==> src/rtl/connect4_board_ctrl.sv <==
// Connect 4 board controller: holds the 6x7 grid and executes player or random drops
// requested by the turn FSM, answering with move_valid / move_reject pulses.
module connect4_board_ctrl #(
   parameter int unsigned ROWS      = 6,
   parameter int unsigned COLS      = 7,
   parameter logic [7:0]  LFSR_SEED = 8'hA5
) (
   input  logic                     i_clk,
   input  logic                     i_rst,
   input  logic [1:0]               i_player,
   input  logic [2:0]               i_col_sel,
   input  logic                     i_drop,
   input  logic                     i_random_move,
   input  logic                     i_clear,
   output logic                     o_move_valid,
   output logic                     o_move_reject,
   output logic                     o_board_full,
   output logic [2:0]               o_last_row,
   output logic [2:0]               o_last_col,
   output logic                     o_busy,
   output logic [2*ROWS*COLS-1:0]   o_board
);

   localparam int unsigned NBITS = 2 * ROWS * COLS;
   localparam int unsigned IDX_W = $clog2(NBITS);

   localparam logic [2:0] S_IDLE     = 3'd0;
   localparam logic [2:0] S_CHECK    = 3'd1;
   localparam logic [2:0] S_RAND     = 3'd2;
   localparam logic [2:0] S_WRITE    = 3'd3;
   localparam logic [2:0] S_ACK      = 3'd4;
   localparam logic [2:0] S_WAIT_REL = 3'd5;

   localparam logic [2:0] ROWS_H   = 3'(ROWS);
   localparam logic [2:0] LAST_COL = 3'(COLS - 1);
   localparam logic [3:0] COLS_W   = 4'(COLS);

   logic [2:0]       r_state, w_state_d;
   logic [7:0]       r_lfsr;
   logic [2:0]       r_col, r_cand;
   logic [1:0]       r_player;
   logic [2:0]       r_heights [8];
   logic [NBITS-1:0] r_board;
   logic [2:0]       r_last_row, r_last_col;
   logic             r_move_reject;

   logic             w_board_full, w_col_ok, w_cand_ok, w_req_ok;
   logic [2:0]       w_cand_init, w_cand_next;
   logic [IDX_W-1:0] w_wr_idx;
   logic             w_lfsr_fb;

   always_comb begin
      w_board_full = 1'b1;
      for (int c = 0; c < COLS; c++) begin
         if (r_heights[c] != ROWS_H) w_board_full = 1'b0;
      end
   end

   assign w_req_ok    = (i_player != 2'b00) && !w_board_full;
   assign w_col_ok    = ({1'b0, r_col} < COLS_W) && (r_heights[r_col] < ROWS_H);
   assign w_cand_ok   = r_heights[r_cand] < ROWS_H;
   assign w_cand_init = 3'(32'(r_lfsr[2:0]) % COLS);
   assign w_cand_next = (r_cand == LAST_COL) ? 3'd0 : r_cand + 3'd1;
   assign w_wr_idx    = IDX_W'(2 * (32'(r_heights[r_col]) * COLS + 32'(r_col)));
   // x^8 + x^6 + x^5 + x^4 + 1
   assign w_lfsr_fb   = r_lfsr[7] ^ r_lfsr[5] ^ r_lfsr[4] ^ r_lfsr[3];

   always_comb begin
      w_state_d = r_state;
      case (r_state)
         S_IDLE: begin
            if (w_req_ok && i_drop)             w_state_d = S_CHECK;
            else if (w_req_ok && i_random_move) w_state_d = S_RAND;
         end
         S_CHECK:    w_state_d = w_col_ok ? S_WRITE : S_IDLE;
         S_RAND:     if (w_cand_ok) w_state_d = S_WRITE;
         S_WRITE:    w_state_d = S_ACK;
         S_ACK:      w_state_d = S_WAIT_REL;
         S_WAIT_REL: if (i_player == 2'b00) w_state_d = S_IDLE;
         default:    w_state_d = S_IDLE;
      endcase
   end

   always_ff @(posedge i_clk) begin
      if (!i_rst) begin
         r_state       <= S_IDLE;
         r_lfsr        <= LFSR_SEED;
         r_col         <= 3'd0;
         r_cand        <= 3'd0;
         r_player      <= 2'b00;
         r_board       <= '0;
         r_last_row    <= 3'd0;
         r_last_col    <= 3'd0;
         r_move_reject <= 1'b0;
         for (int c = 0; c < 8; c++) r_heights[c] <= 3'd0;
      end else begin
         r_lfsr        <= {r_lfsr[6:0], w_lfsr_fb};
         r_move_reject <= 1'b0;
         if (i_clear) begin
            // Abandons any in-flight move silently
            r_state    <= S_IDLE;
            r_board    <= '0;
            r_last_row <= 3'd0;
            r_last_col <= 3'd0;
            for (int c = 0; c < 8; c++) r_heights[c] <= 3'd0;
         end else begin
            r_state <= w_state_d;
            case (r_state)
               S_IDLE: begin
                  if (w_req_ok) begin
                     r_player <= i_player;
                     r_col    <= i_col_sel;
                     r_cand   <= w_cand_init;
                  end
               end
               S_CHECK: if (!w_col_ok) r_move_reject <= 1'b1;
               S_RAND: begin
                  if (w_cand_ok) r_col  <= r_cand;
                  else           r_cand <= w_cand_next;
               end
               S_WRITE: begin
                  r_board[w_wr_idx +: 2] <= r_player;
                  r_last_row             <= r_heights[r_col];
                  r_last_col             <= r_col;
                  r_heights[r_col]       <= r_heights[r_col] + 3'd1;
               end
               default: ;
            endcase
         end
      end
   end

   assign o_move_valid  = (r_state == S_ACK);
   assign o_move_reject = r_move_reject;
   assign o_board_full  = w_board_full;
   assign o_last_row    = r_last_row;
   assign o_last_col    = r_last_col;
   assign o_busy        = (r_state != S_IDLE);
   assign o_board       = r_board;

endmodule

==> config.mk <==
export PLATFORM = sky130hd
export DESIGN_NAME = connect4_board_ctrl
export DESIGN_NICKNAME = d
export VERILOG_FILES = /design/src/rtl/connect4_board_ctrl.sv
export SDC_FILE = /design/constraint.sdc
export NUM_CORES = 1
export LEC_CHECK = 0
export BUFFER_PORTS_ARGS = -buffer_cell sky130_fd_sc_hd__buf_2
export CORE_MARGIN = 2
export CORE_UTILIZATION = 45
export CTS_CLUSTER_DIAMETER = 30
export CTS_CLUSTER_SIZE = 12
export DETAILED_ROUTE_END_ITERATION = 10
export PLACE_DENSITY = 0.73
export SYNTH_ARGS = -nofsm -noshare
export SYNTH_HDL_FRONTEND = slang
export SYNTH_SLANG_ARGS = --single-unit
==> constraint.sdc <==
create_clock -name i_clk -period 7.2 [get_ports i_clk]
set_input_delay 0.36 -clock i_clk [delete_from_list [all_inputs] [get_ports i_clk]]
set_output_delay 0.36 -clock i_clk [all_outputs]
set_load 0.005 [all_outputs]
==> impl_metrics.json, run 1 <==
{
  "synth.net_count": 668,
  "clockRootBuffer": "clkbuf_16",
  "final_common_cell": "nand2_1",
  "final_util": 0.545,
  "seq_area_um2": 3040,
  "max_cap_violations": 0,
  "grt_max_degree": 98,
  "drive_gt1_frac": 0.234,
  "multi_input_area_um2": 3180,
  "yosysWarnings": 0,
  "synthesis.area_um2": 6370,
  "rows": 43,
  "synth-async-reset-ratio": 0,
  "cts_tree": "yes",
  "post_cts_resized": 0,
  "timing.fmax_mhz": 185,
  "slew_viol_final": 0,
  "power_density_nw_per_um2": 262,
  "path_cells": "mux4_2 > mux2i_1 > inv_1 > fa_1 > fa_1 > fa_1 > nor3_1 > xnor2_1 > and2_1 > and3_1 > o21ai_0 > mux2i_1",
  "synth_top_area_frac": 0.364,
  "wl_per_cell_um": 17.5,
  "place_ws_ns": 1.82,
  "drt_first_pass_iters": 5,
  "syn-mean-instance-area_um2": 9.93,
  "vias_per_cell": 5.54,
  "slew_headroom": 0.182,
  "fin_crit_ns": 5.39,
  "grt_first_pass_wirelength_mm": 26.3,
  "place.gp.congestion": 0.958,
  "cts_max_level": 4,
  "grt_usage": 0.227,
  "slowest_delay_ns": 0.71,
  "synth_area_leaders": "dfxtp_1, mux2i_1, edfxtp_1",
  "area_growth_pct": 18.8,
  "die_w_um": 123,
  "setup_viol": 0,
  "synth.ff_latch_count": 140,
  "grt_setup_unrepaired": "no",
  "cts_sinks": 140,
  "peakVddDrop_uv": 180,
  "drt_iter0_markers": 375,
  "antenna_left": 0,
  "synthCells": 642,
  "io_buffers": 103,
  "io_pins": 104,
  "synth_edf_count": 24,
  "cp_data_required_time_ns": 7.45,
  "worstMarginPinSlew_ns": 1.22,
  "first_global_vias": 5279,
  "final_cell_mix": "nand2_1, dfxtp_1, buf_2, mux2i_1, nor2_1",
  "final_area_um2": 7570,
  "vias": 5143,
  "period_share": 0.749,
  "cts_buffer_depth": 2,
  "cts_buffers": 17,
  "p_leak_nw": 3.55,
  "postCtsHoldBufs": 0,
  "yosysUniqueCellTypes": 58,
  "nFillCells": 1238,
  "cp_top_family": "adder cells",
  "status": "complete, no violations",
  "worstSetupPathType": "flip-flop to flip-flop",
  "dieArea_um2": 15100,
  "fin_ws_ns": 1.81,
  "endpoint_kind": "flip-flop",
  "antenna_cells": 0,
  "antenna_found_initial": 0,
  "cts_setup_buffers": 0,
  "path_max_fanout": 13,
  "post_dp_cell_area_um2": 7000,
  "slowest_stage": "xnor2_1",
  "start_util": 0.459,
  "timing.critical_path.mode_cell": "fa_1",
  "crit_path_start_kind": "flip-flop",
  "finClkSkew_ns": 0.0124,
  "layout.nets": 761,
  "synth_top_flop_cell": "dfxtp_1",
  "cp.buffers_inverters": 1,
  "finalHoldViolCount": 0,
  "hold_path_class": "input port to flip-flop",
  "fin_tns_setup_ns": 0,
  "path_clk_slew_ns": 0.06,
  "overflow": 0,
  "clock_latency_ns": 0.43,
  "dp_hpwl_mm": 11.5,
  "yosysSeqAreaShare": 0.477,
  "core-area_um2": 13900,
  "synth_largest_area_cell": "dfxtp_1",
  "arrival_ns": 5.64,
  "die_h_um": 123,
  "drc": 0,
  "wirelength_mm": 16.2
}
-- final timing paths --
kind                                            from                       end  slack, ns  depth (start not counted)
worst max-delay path                       flip-flop  o_board[29]$_SDFFE_PP0P_       1.81                         12
worst min-delay path                     i_player[1]  r_player[1]$_SDFFE_PN0P_       0.24                          3
worst max register to register             flip-flop  o_board[29]$_SDFFE_PP0P_       1.81                         12
worst min register to register  r_lfsr[6]$_SDFF_PN0_      r_lfsr[7]$_SDFF_PN1_       0.42                          1
-- cell usage after synthesis (all sizes together) (4+ instances only) --
master  count
a211oi      5
a21oi      13
a31o        8
and2        9
and3        7
buf         8
clkbuf     23
dfxtp     116
edfxtp     24
fa          4
ha         12
inv         7
mux2        5
mux2i      85
mux4        8
nand2     143
nand2b      7
nand3      21
nor2       45
nor2b       6
nor3       14
nor4       10
o211ai     14
o21ai      11
or3         4
xnor2       4
xor2        5
-- flip-flops by register name, summed over array words and instances (netlist names), named ones only --
register,count
r_heights,24
o_board,84
r_col,3
o_last_col,3
r_state,3
o_move_reject,1
r_cand,3
r_player,2
r_lfsr,8
o_last_row,3
-- where the power goes --
part	total [W]	leakage (nW)	switching, W	internal, W
Clock	0.000838	0.284	0.000340	0.000498
Sequential	0.000835	1.21	0.0000212	0.000814
Combinational	0.000314	2.06	0.000215	0.0000988
Total	0.00199	3.55	0.000577	0.00141
-- metrics by stage --
step	hold slack [ns]	power (W)	instances
2_1_floorplan	0.386	0.00109	642
3_3_place_gp	0.393	0.00115	896
3_5_place_dp	0.400	0.00116	896
4_1_cts	0.219	0.00200	928
5_1_grt	0.262	0.00207	928
6_report	0.239	0.00199	928
-- per-layer routing --
layer / GRT usage / part of all wire / wire [µm]
met4: 0.110 / 0.031 / 499
met2: 0.383 / 0.49 / 7880
met5: 0 / 0 / 0
met3: 0.0766 / 0.087 / 1410
met1: 0.258 / 0.40 / 6440
-- logic make-up (layout without fill, tap and decap cells) --
logic type	after synthesis	count (layout)	share of synthesized area
flops	140	140	0.477
compound gates	59	59	0.0664
xor+xnor	9	9	0.0124
simple gates	282	282	0.212
mux	98	98	0.171
buf+inv	38	144	0.0255
fa+ha+maj	16	16	0.0361
-- worst min-delay path, stage by stage --
cell	delay [ns]
buf_2	0.09
mux2i_1	0.06
nor2b_1	0.11
-- final cells by class --
| class | count | area share |
|---|---|---|
| Inverter | 7 | 0.00347 |
| Clock buffer | 20 | 0.0605 |
| Multi-Input combinational cell | 464 | 0.420 |
| Sequential cell | 140 | 0.402 |
| Timing Repair Buffer | 105 | 0.0701 |
| Clock inverter | 12 | 0.0147 |
| Tap cell | 180 | 0.0298 |
(Power assumes the default switching activity.)
==> run 2, diff against run 1 <==
--- a/config.mk
+++ b/config.mk
@@ -5,6 +5,7 @@
 export SDC_FILE = /design/constraint.sdc
 export NUM_CORES = 1
 export LEC_CHECK = 0
+export ABC_AREA = 1
 export BUFFER_PORTS_ARGS = -buffer_cell sky130_fd_sc_hd__buf_2
 export CORE_MARGIN = 2
 export CORE_UTILIZATION = 45
==> constraint.sdc (replaced) <==
create_clock -name i_clk -period 5.6 [get_ports i_clk]
set_input_delay 0.28 -clock i_clk [delete_from_list [all_inputs] [get_ports i_clk]]
set_output_delay 0.28 -clock i_clk [all_outputs]
set_load 0.005 [all_outputs]
==> run 2 against run 1 <==
Clock skew shrank 0.0051 ns. Flip-flop and latch count stayed put. Synthesized cell count grew 38%. Die area rose by 4.5%. Global-route usage is 1.2 points lower. Largest power group unchanged.
==> impl_metrics.json, run 2 <==
{
  "drc": 0,
  "arrival_ns": 5.31,
  "endpoint_kind": "flip-flop",
  "postCtsHoldBufs": 0,
  "crit_path_start_kind": "flip-flop",
  "dp_hpwl_mm": 12.0,
  "synth.net_count": 909,
  "hold_ws_ns": 0.114,
  "path_max_fanout": 14,
  "vias": 6127,
  "slew_headroom": 0.389,
  "cp_data_required_time_ns": 5.91,
  "clockRootBuffer": "clkbuf_16",
  "start_util": 0.459,
  "antenna_left": 0,
  "yosysSeqAreaShare": 0.456,
  "vias_per_cell": 5.18,
  "nFillCells": 1388,
  "cts_tree": "yes",
  "synth_common_cells": "nor2_1, nand2_1, dfxtp_1",
  "cts_max_level": 4,
  "drt_first_pass_iters": 6,
  "grt_setup_unrepaired": "no",
  "fin_tns_setup_ns": 0,
  "place.gp.congestion": 0.903,
  "antenna_found_initial": 0,
  "synth-async-reset-ratio": 0,
  "clock_latency_ns": 0.42,
  "synth_area_leaders": "dfxtp_1, edfxtp_1, nor2_1",
  "area_growth_pct": 19.2,
  "finClkSkew_ns": 0.00738,
  "die_w_um": 126,
  "yosysWarnings": 0,
  "grt_max_degree": 84,
  "timing.fmax_mhz": 200,
  "worstSetupPathType": "flip-flop to flip-flop",
  "period_share": 0.892,
  "drt_iter0_markers": 617,
  "overflow": 0,
  "p_leak_nw": 3.58,
  "core-area_um2": 14500,
  "drive_gt1_frac": 0.194,
  "status": "complete, no violations",
  "finalHoldViolCount": 0,
  "placedCellCount": 1150,
  "yosysUniqueCellTypes": 46,
  "synth_top_area_frac": 0.348,
  "hold_path_class": "input port to flip-flop",
  "cts_setup_buffers": 0,
  "yosysMostFrequentCell": "nor2_1",
  "die_h_um": 126,
  "final_cell_mix": "nor2_1, nand2_1, dfxtp_1, buf_2, inv_1",
  "cts_sinks": 140,
  "post_cts_resized": 0,
  "layout.nets": 1011,
  "rows": 44,
  "synth.ff_latch_count": 140,
  "wl_per_cell_um": 14.2,
  "setup_viol": 0,
  "dieArea_um2": 15800,
  "synth_largest_area_cell": "dfxtp_1",
  "max_cap_violations": 0,
  "grt_first_pass_wirelength_mm": 27.5,
  "synth_edf_count": 24,
  "io_pins": 104,
  "wirelength_mm": 16.8,
  "fin_crit_ns": 5.00,
  "peakVddDrop_uv": 193,
  "largest_reg_flops": 84,
  "worstMarginPinSlew_ns": 0.914,
  "first_global_vias": 5661,
  "cts_buffer_depth": 2,
  "final_cell_count_no_fill": 1182,
  "syn-mean-instance-area_um2": 7.56,
  "io_buffers": 103,
  "synthesis.area_um2": 6670,
  "slew_viol_final": 0,
  "antenna_cells": 0,
  "synthCells": 883,
  "path_clk_slew_ns": 0.06,
  "synth_top_flop_cell": "dfxtp_1",
  "final_common_cell": "nor2_1",
  "power_density_nw_per_um2": 380,
  "grt_usage": 0.215,
  "cts_buffers": 17
}
==> run 2: cell count changes after synthesis, moves of 14 or more <==
cell	delta
o21ai_0	+83
inv_1	+94
nand4_1	+16
nor2_1	+120
a21oi_1	+52
nand2_1	-14
mux2i_1	-85
nand3_1	+26
==> run 2: path summary, 6_finish.rpt <==
path                   startpoint                       end  slack, ns  cells after the start
min reg2reg  r_lfsr[6]$_SDFF_PN0_      r_lfsr[7]$_SDFF_PN1_       0.42                      1
max reg2reg             flip-flop  o_board[25]$_SDFFE_PP0P_       0.60                     23
min                   i_player[1]  r_player[1]$_SDFFE_PN0P_       0.11                      3
max                     flip-flop  o_board[25]$_SDFFE_PP0P_       0.60                     23
==> run 2: layer usage <==
metal | wire (µm) | up-vias | global-route usage
met2 | 7440 | 215 | 0.339
met1 | 7800 | 2807 | 0.284
li1 | - | 3074 | -
met3 | 1190 | 31 | 0.0595
met5 | 0 | - | 0
met4 | 337 | 0 | 0.0789
==> run 2: logic make-up (layout without fill, tap and decap cells) <==
logic type               count (synthesis)  after routing  synth area share
XOR/XNOR                                 5              5           0.00769
buffers and inverters                  135            250            0.0786
flip-flops                             140            140             0.456
AND/OR/NAND/NOR                        417            417             0.291
adder cells (fa/ha/maj)                 16             16            0.0345
AO/OA/AOI/OAI                          170            170             0.132
==> run 2: layout make-up <==
cell class	count	area, µm²	share of cell area
Sequential cell	140	3040	0.383
Multi-Input combinational cell	608	3110	0.391
Clock inverter	10	113	0.0142
Tap cell	184	230	0.0289
Timing Repair Buffer	107	546	0.0686
Clock buffer	22	485	0.0610
Inverter	111	427	0.0536
==> run 2: critical path, stage by stage, from the launching register on <==
cell	delay (ns)
dfxtp_1	0.48
inv_1	0.24
o21ai_0	0.21
o21ai_0	0.12
nand2_1	0.07
a21boi_0	0.35
inv_1	0.19
fa_1	0.54
fa_1	0.47
fa_1	0.57
inv_1	0.10
nand3_1	0.14
nor2_4	0.18
inv_1	0.06
nand2_2	0.18
inv_2	0.16
nor2_1	0.14
inv_1	0.05
nor2_1	0.09
inv_1	0.08
nor2_1	0.20
inv_1	0.08
nor2_1	0.09
nor2_1	0.06
==> run 2: report_power, final <==
part	internal (W)	switching (W)	total [W]
clock network	0.000703	0.000418	0.00112
logic	0.000220	0.000614	0.000834
registers	0.00105	0.0000220	0.00107
total	0.00197	0.00105	0.00302
==> run 2: through the flow <==
step,worst slack (ns),utilization,cell area [µm²],total power [W]
2_1_floorplan,1.26,-,6670,0.00176
3_3_place_gp,0.809,0.506,7360,0.00190
3_5_place_dp,0.682,0.506,7360,0.00191
4_1_cts,0.605,0.547,7960,0.00303
5_1_grt,0.105,0.547,7960,0.00317
6_report,0.605,0.547,7960,0.00302
==> run 3, diff against run 2 <==
--- a/config.mk
+++ b/config.mk
@@ -12,7 +12,8 @@
 export CTS_CLUSTER_DIAMETER = 30
 export CTS_CLUSTER_SIZE = 12
 export DETAILED_ROUTE_END_ITERATION = 10
-export PLACE_DENSITY = 0.73
+export PLACE_DENSITY = 0.75
+export REMOVE_ABC_BUFFERS = 1
 export SYNTH_ARGS = -nofsm -noshare
 export SYNTH_HDL_FRONTEND = slang
 export SYNTH_SLANG_ARGS = --single-unit
==> constraint.sdc (replaced) <==
create_clock -name i_clk -period 4.1 [get_ports i_clk]
set_input_delay 0.205 -clock i_clk [delete_from_list [all_inputs] [get_ports i_clk]]
set_output_delay 0.205 -clock i_clk [all_outputs]
set_load 0.005 [all_outputs]
==> run 3 against run 2 <==
Combinational power is 140% higher. Global-route usage grew 0.26 points. Non-clock buffer count rose by 66. Clock power increased by 38%. Final area up 13%. Critical endpoint is now o_board[53]$_SDFFE_PP0P_. Core utilization increased by 7.2 points. Flip-flop and latch count stayed put. Sequential power increased by 36%. Die area is the same. Highest routed layer unchanged. Sequential share of layout area fell by 4.4 points.
==> impl_metrics.json, run 3 (synthesized netlist as in run 2, its figures left out) <==
{
  "vias": 6378,
  "io_pins": 104,
  "hold_start": "i_player[0]",
  "r2r-end": "o_board[53]$_SDFFE_PP0P_",
  "grt_setup_unrepaired": "yes",
  "hold_path_end": "r_player[0]$_SDFFE_PN0P_",
  "slowest_stage": "fa_2",
  "path_cells": "inv_4 > buf_4 > a21oi_2 > o21ai_1 > nand2_1 > inv_1 > o21ai_4 > fa_1 > fa_2 > fa_2 > inv_2 > nand2_1 > o21bai_4 > inv_2 > nand2_8 > nand2_8 > inv_8 > nor2_8 > nand2_8 > nor2_4 > inv_2 > nor2_1 > nor2_1",
  "grt_usage": 0.218,
  "p_leak_nw": 4.02,
  "largest_reg_flops": 84,
  "drt_iter0_markers": 447,
  "power_w": 0.00501,
  "ff2ff_path_depth": 23,
  "finalHoldViolCount": 0,
  "wirelength_mm": 18.1,
  "io_buffers": 103,
  "max_cap_violations": 0,
  "rows": 44,
  "fin_crit_ns": 4.05,
  "grt_max_degree": 83,
  "finClkSkew_ns": 0.00890,
  "cts_tree": "yes",
  "drc": 0,
  "endpoint_kind": "flip-flop",
  "slew_viol_final": 0,
  "postCtsHoldBufs": 0,
  "core-area_um2": 14500,
  "dp_hpwl_mm": 12.3,
  "final_cell_mix": "nor2_1, dfxtp_1, buf_2, nand2_1, inv_1",
  "cts_buffers": 17,
  "period_share": 0.987,
  "antenna_found_initial": 0,
  "clock_latency_ns": 0.42,
  "path_max_fanout": 11,
  "clockRootBuffer": "clkbuf_16",
  "slowest_delay_ns": 0.59,
  "die_h_um": 126,
  "area_growth_pct": 34.9,
  "cp_top_family": "adder cells",
  "vias_per_cell": 5.10,
  "hold_ws_ns": 0.0419,
  "drive_gt1_frac": 0.341,
  "grt_first_pass_wirelength_mm": 27.9,
  "wl_per_cell_um": 14.5,
  "final_area_um2": 9000,
  "antenna_left": 0,
  "status": "complete, no violations",
  "first_global_vias": 5788,
  "min_path_cells": 3,
  "setup_viol": 0,
  "hold_path_class": "input port to flip-flop",
  "die_w_um": 126,
  "dieArea_um2": 15800,
  "slew_headroom": 0.445,
  "crit_path_start_kind": "flip-flop",
  "place.gp.congestion": 0.876,
  "cp_data_required_time_ns": 4.42,
  "worstMarginPinSlew_ns": 0.831,
  "start_util": 0.459,
  "timing.fmax_mhz": 247,
  "cts_max_level": 4,
  "cts_sinks": 140,
  "layout.nets": 1079,
  "drt_first_pass_iters": 6,
  "cp.buffers_inverters": 7,
  "path_clk_slew_ns": 0.06,
  "cts_buffer_depth": 2,
  "overflow": 0,
  "final_common_cell": "nor2_1",
  "post_dp_cell_area_um2": 7810,
  "power_density_nw_per_um2": 556,
  "fin_tns_setup_ns": 0,
  "antenna_cells": 0,
  "arrival_ns": 4.36,
  "worstSetupPathType": "flip-flop to flip-flop",
  "nFillCells": 1264,
  "peakVddDrop_uv": 360,
  "worst-r2r-setup-slack_ns": 0.05
}
==> run 3: changes by cell type in the layout (fill, tap and decap cells not counted), moves of 6 or more <==
| cell | change |
|---|---|
| o21ai_0 | -28 |
| nand2_1 | -28 |
| buf_6 | +6 |
| o21ai_1 | +22 |
| buf_4 | +60 |
| nand3_2 | +10 |
| nand3_1 | -12 |
| nor2_4 | +22 |
| nand2_2 | +22 |
| inv_2 | +11 |
| nor2_1 | -21 |
| inv_1 | -16 |
==> run 3: final cells by class <==
| class | count | area [µm²] | area share |
|---|---|---|---|
| repair buffers | 173 | 1060 | 0.118 |
| flip-flops and latches | 140 | 3050 | 0.339 |
| clock buffers | 20 | 467 | 0.0518 |
| multi-input cells | 610 | 3610 | 0.401 |
| well taps | 184 | 230 | 0.0256 |
| clock inverters | 12 | 135 | 0.0150 |
| inverters | 111 | 447 | 0.0496 |
==> run 3: per-stage QoR <==
step                      utilization  setup WS (ns)  instances
final                           0.619         0.0519       1250
after floorplan                     -         -0.273        859
after CTS                       0.582        0.00498       1245
after detailed placement        0.537         -0.144       1210
after global placement          0.537        -0.0587       1210
after global routing            0.619         -0.146       1250
==> run 3: worst max-delay path by stage <==
stage                          from                  endpoint  slack, ns  depth (start not counted)
after floorplan           flip-flop  o_board[24]$_SDFFE_PP0P_      -0.27                         21
after global placement    flip-flop  o_board[75]$_SDFFE_PP0P_      -0.06                         22
after detailed placement  flip-flop  o_board[83]$_SDFFE_PP0P_      -0.14                         22
after CTS                 flip-flop  o_board[49]$_SDFFE_PP0P_      0.005                         21
after global routing      flip-flop  o_board[73]$_SDFFE_PP0P_      -0.15                         21
final                     flip-flop  o_board[53]$_SDFFE_PP0P_       0.05                         23
==> run 3: timing repair <==
action / CTS / global route
endpoints found under the setup margin: 78 / 84
setup buffers: 1 / 5
pin swaps: 3 / 62
cloned: 2 / 0
gates resized for setup: 10 / 172
==> run 3: layer usage <==
metal / global-route usage / vias to the layer above / part of all wire
li1: - / 3224 / -
met1: 0.283 / 2920 / 0.43
met2: 0.348 / 196 / 0.47
met3: 0.0531 / 38 / 0.066
met4: 0.0931 / 0 / 0.032
met5: 0 / - / 0
==> run 3: worst register-to-register path, cell delays in order, from the launching register on <==
cell      delay, ns
dfxtp_2        0.36
inv_4          0.07
buf_4          0.15
a21oi_2        0.10
o21ai_1        0.07
nand2_1        0.07
inv_1          0.07
o21ai_4        0.18
fa_1           0.47
fa_2           0.59
fa_2           0.46
inv_2          0.07
nand2_1        0.05
o21bai_4       0.19
inv_2          0.10
nand2_8        0.08
nand2_8        0.11
inv_8          0.04
nor2_8         0.22
nand2_8        0.14
nor2_4         0.17
inv_2          0.05
nor2_1         0.10
nor2_1         0.06
==> run 3: power breakdown <==
part           switching, W  internal (W)
combinational       0.00125      0.000757
clock              0.000595      0.000948
sequential        0.0000273       0.00143
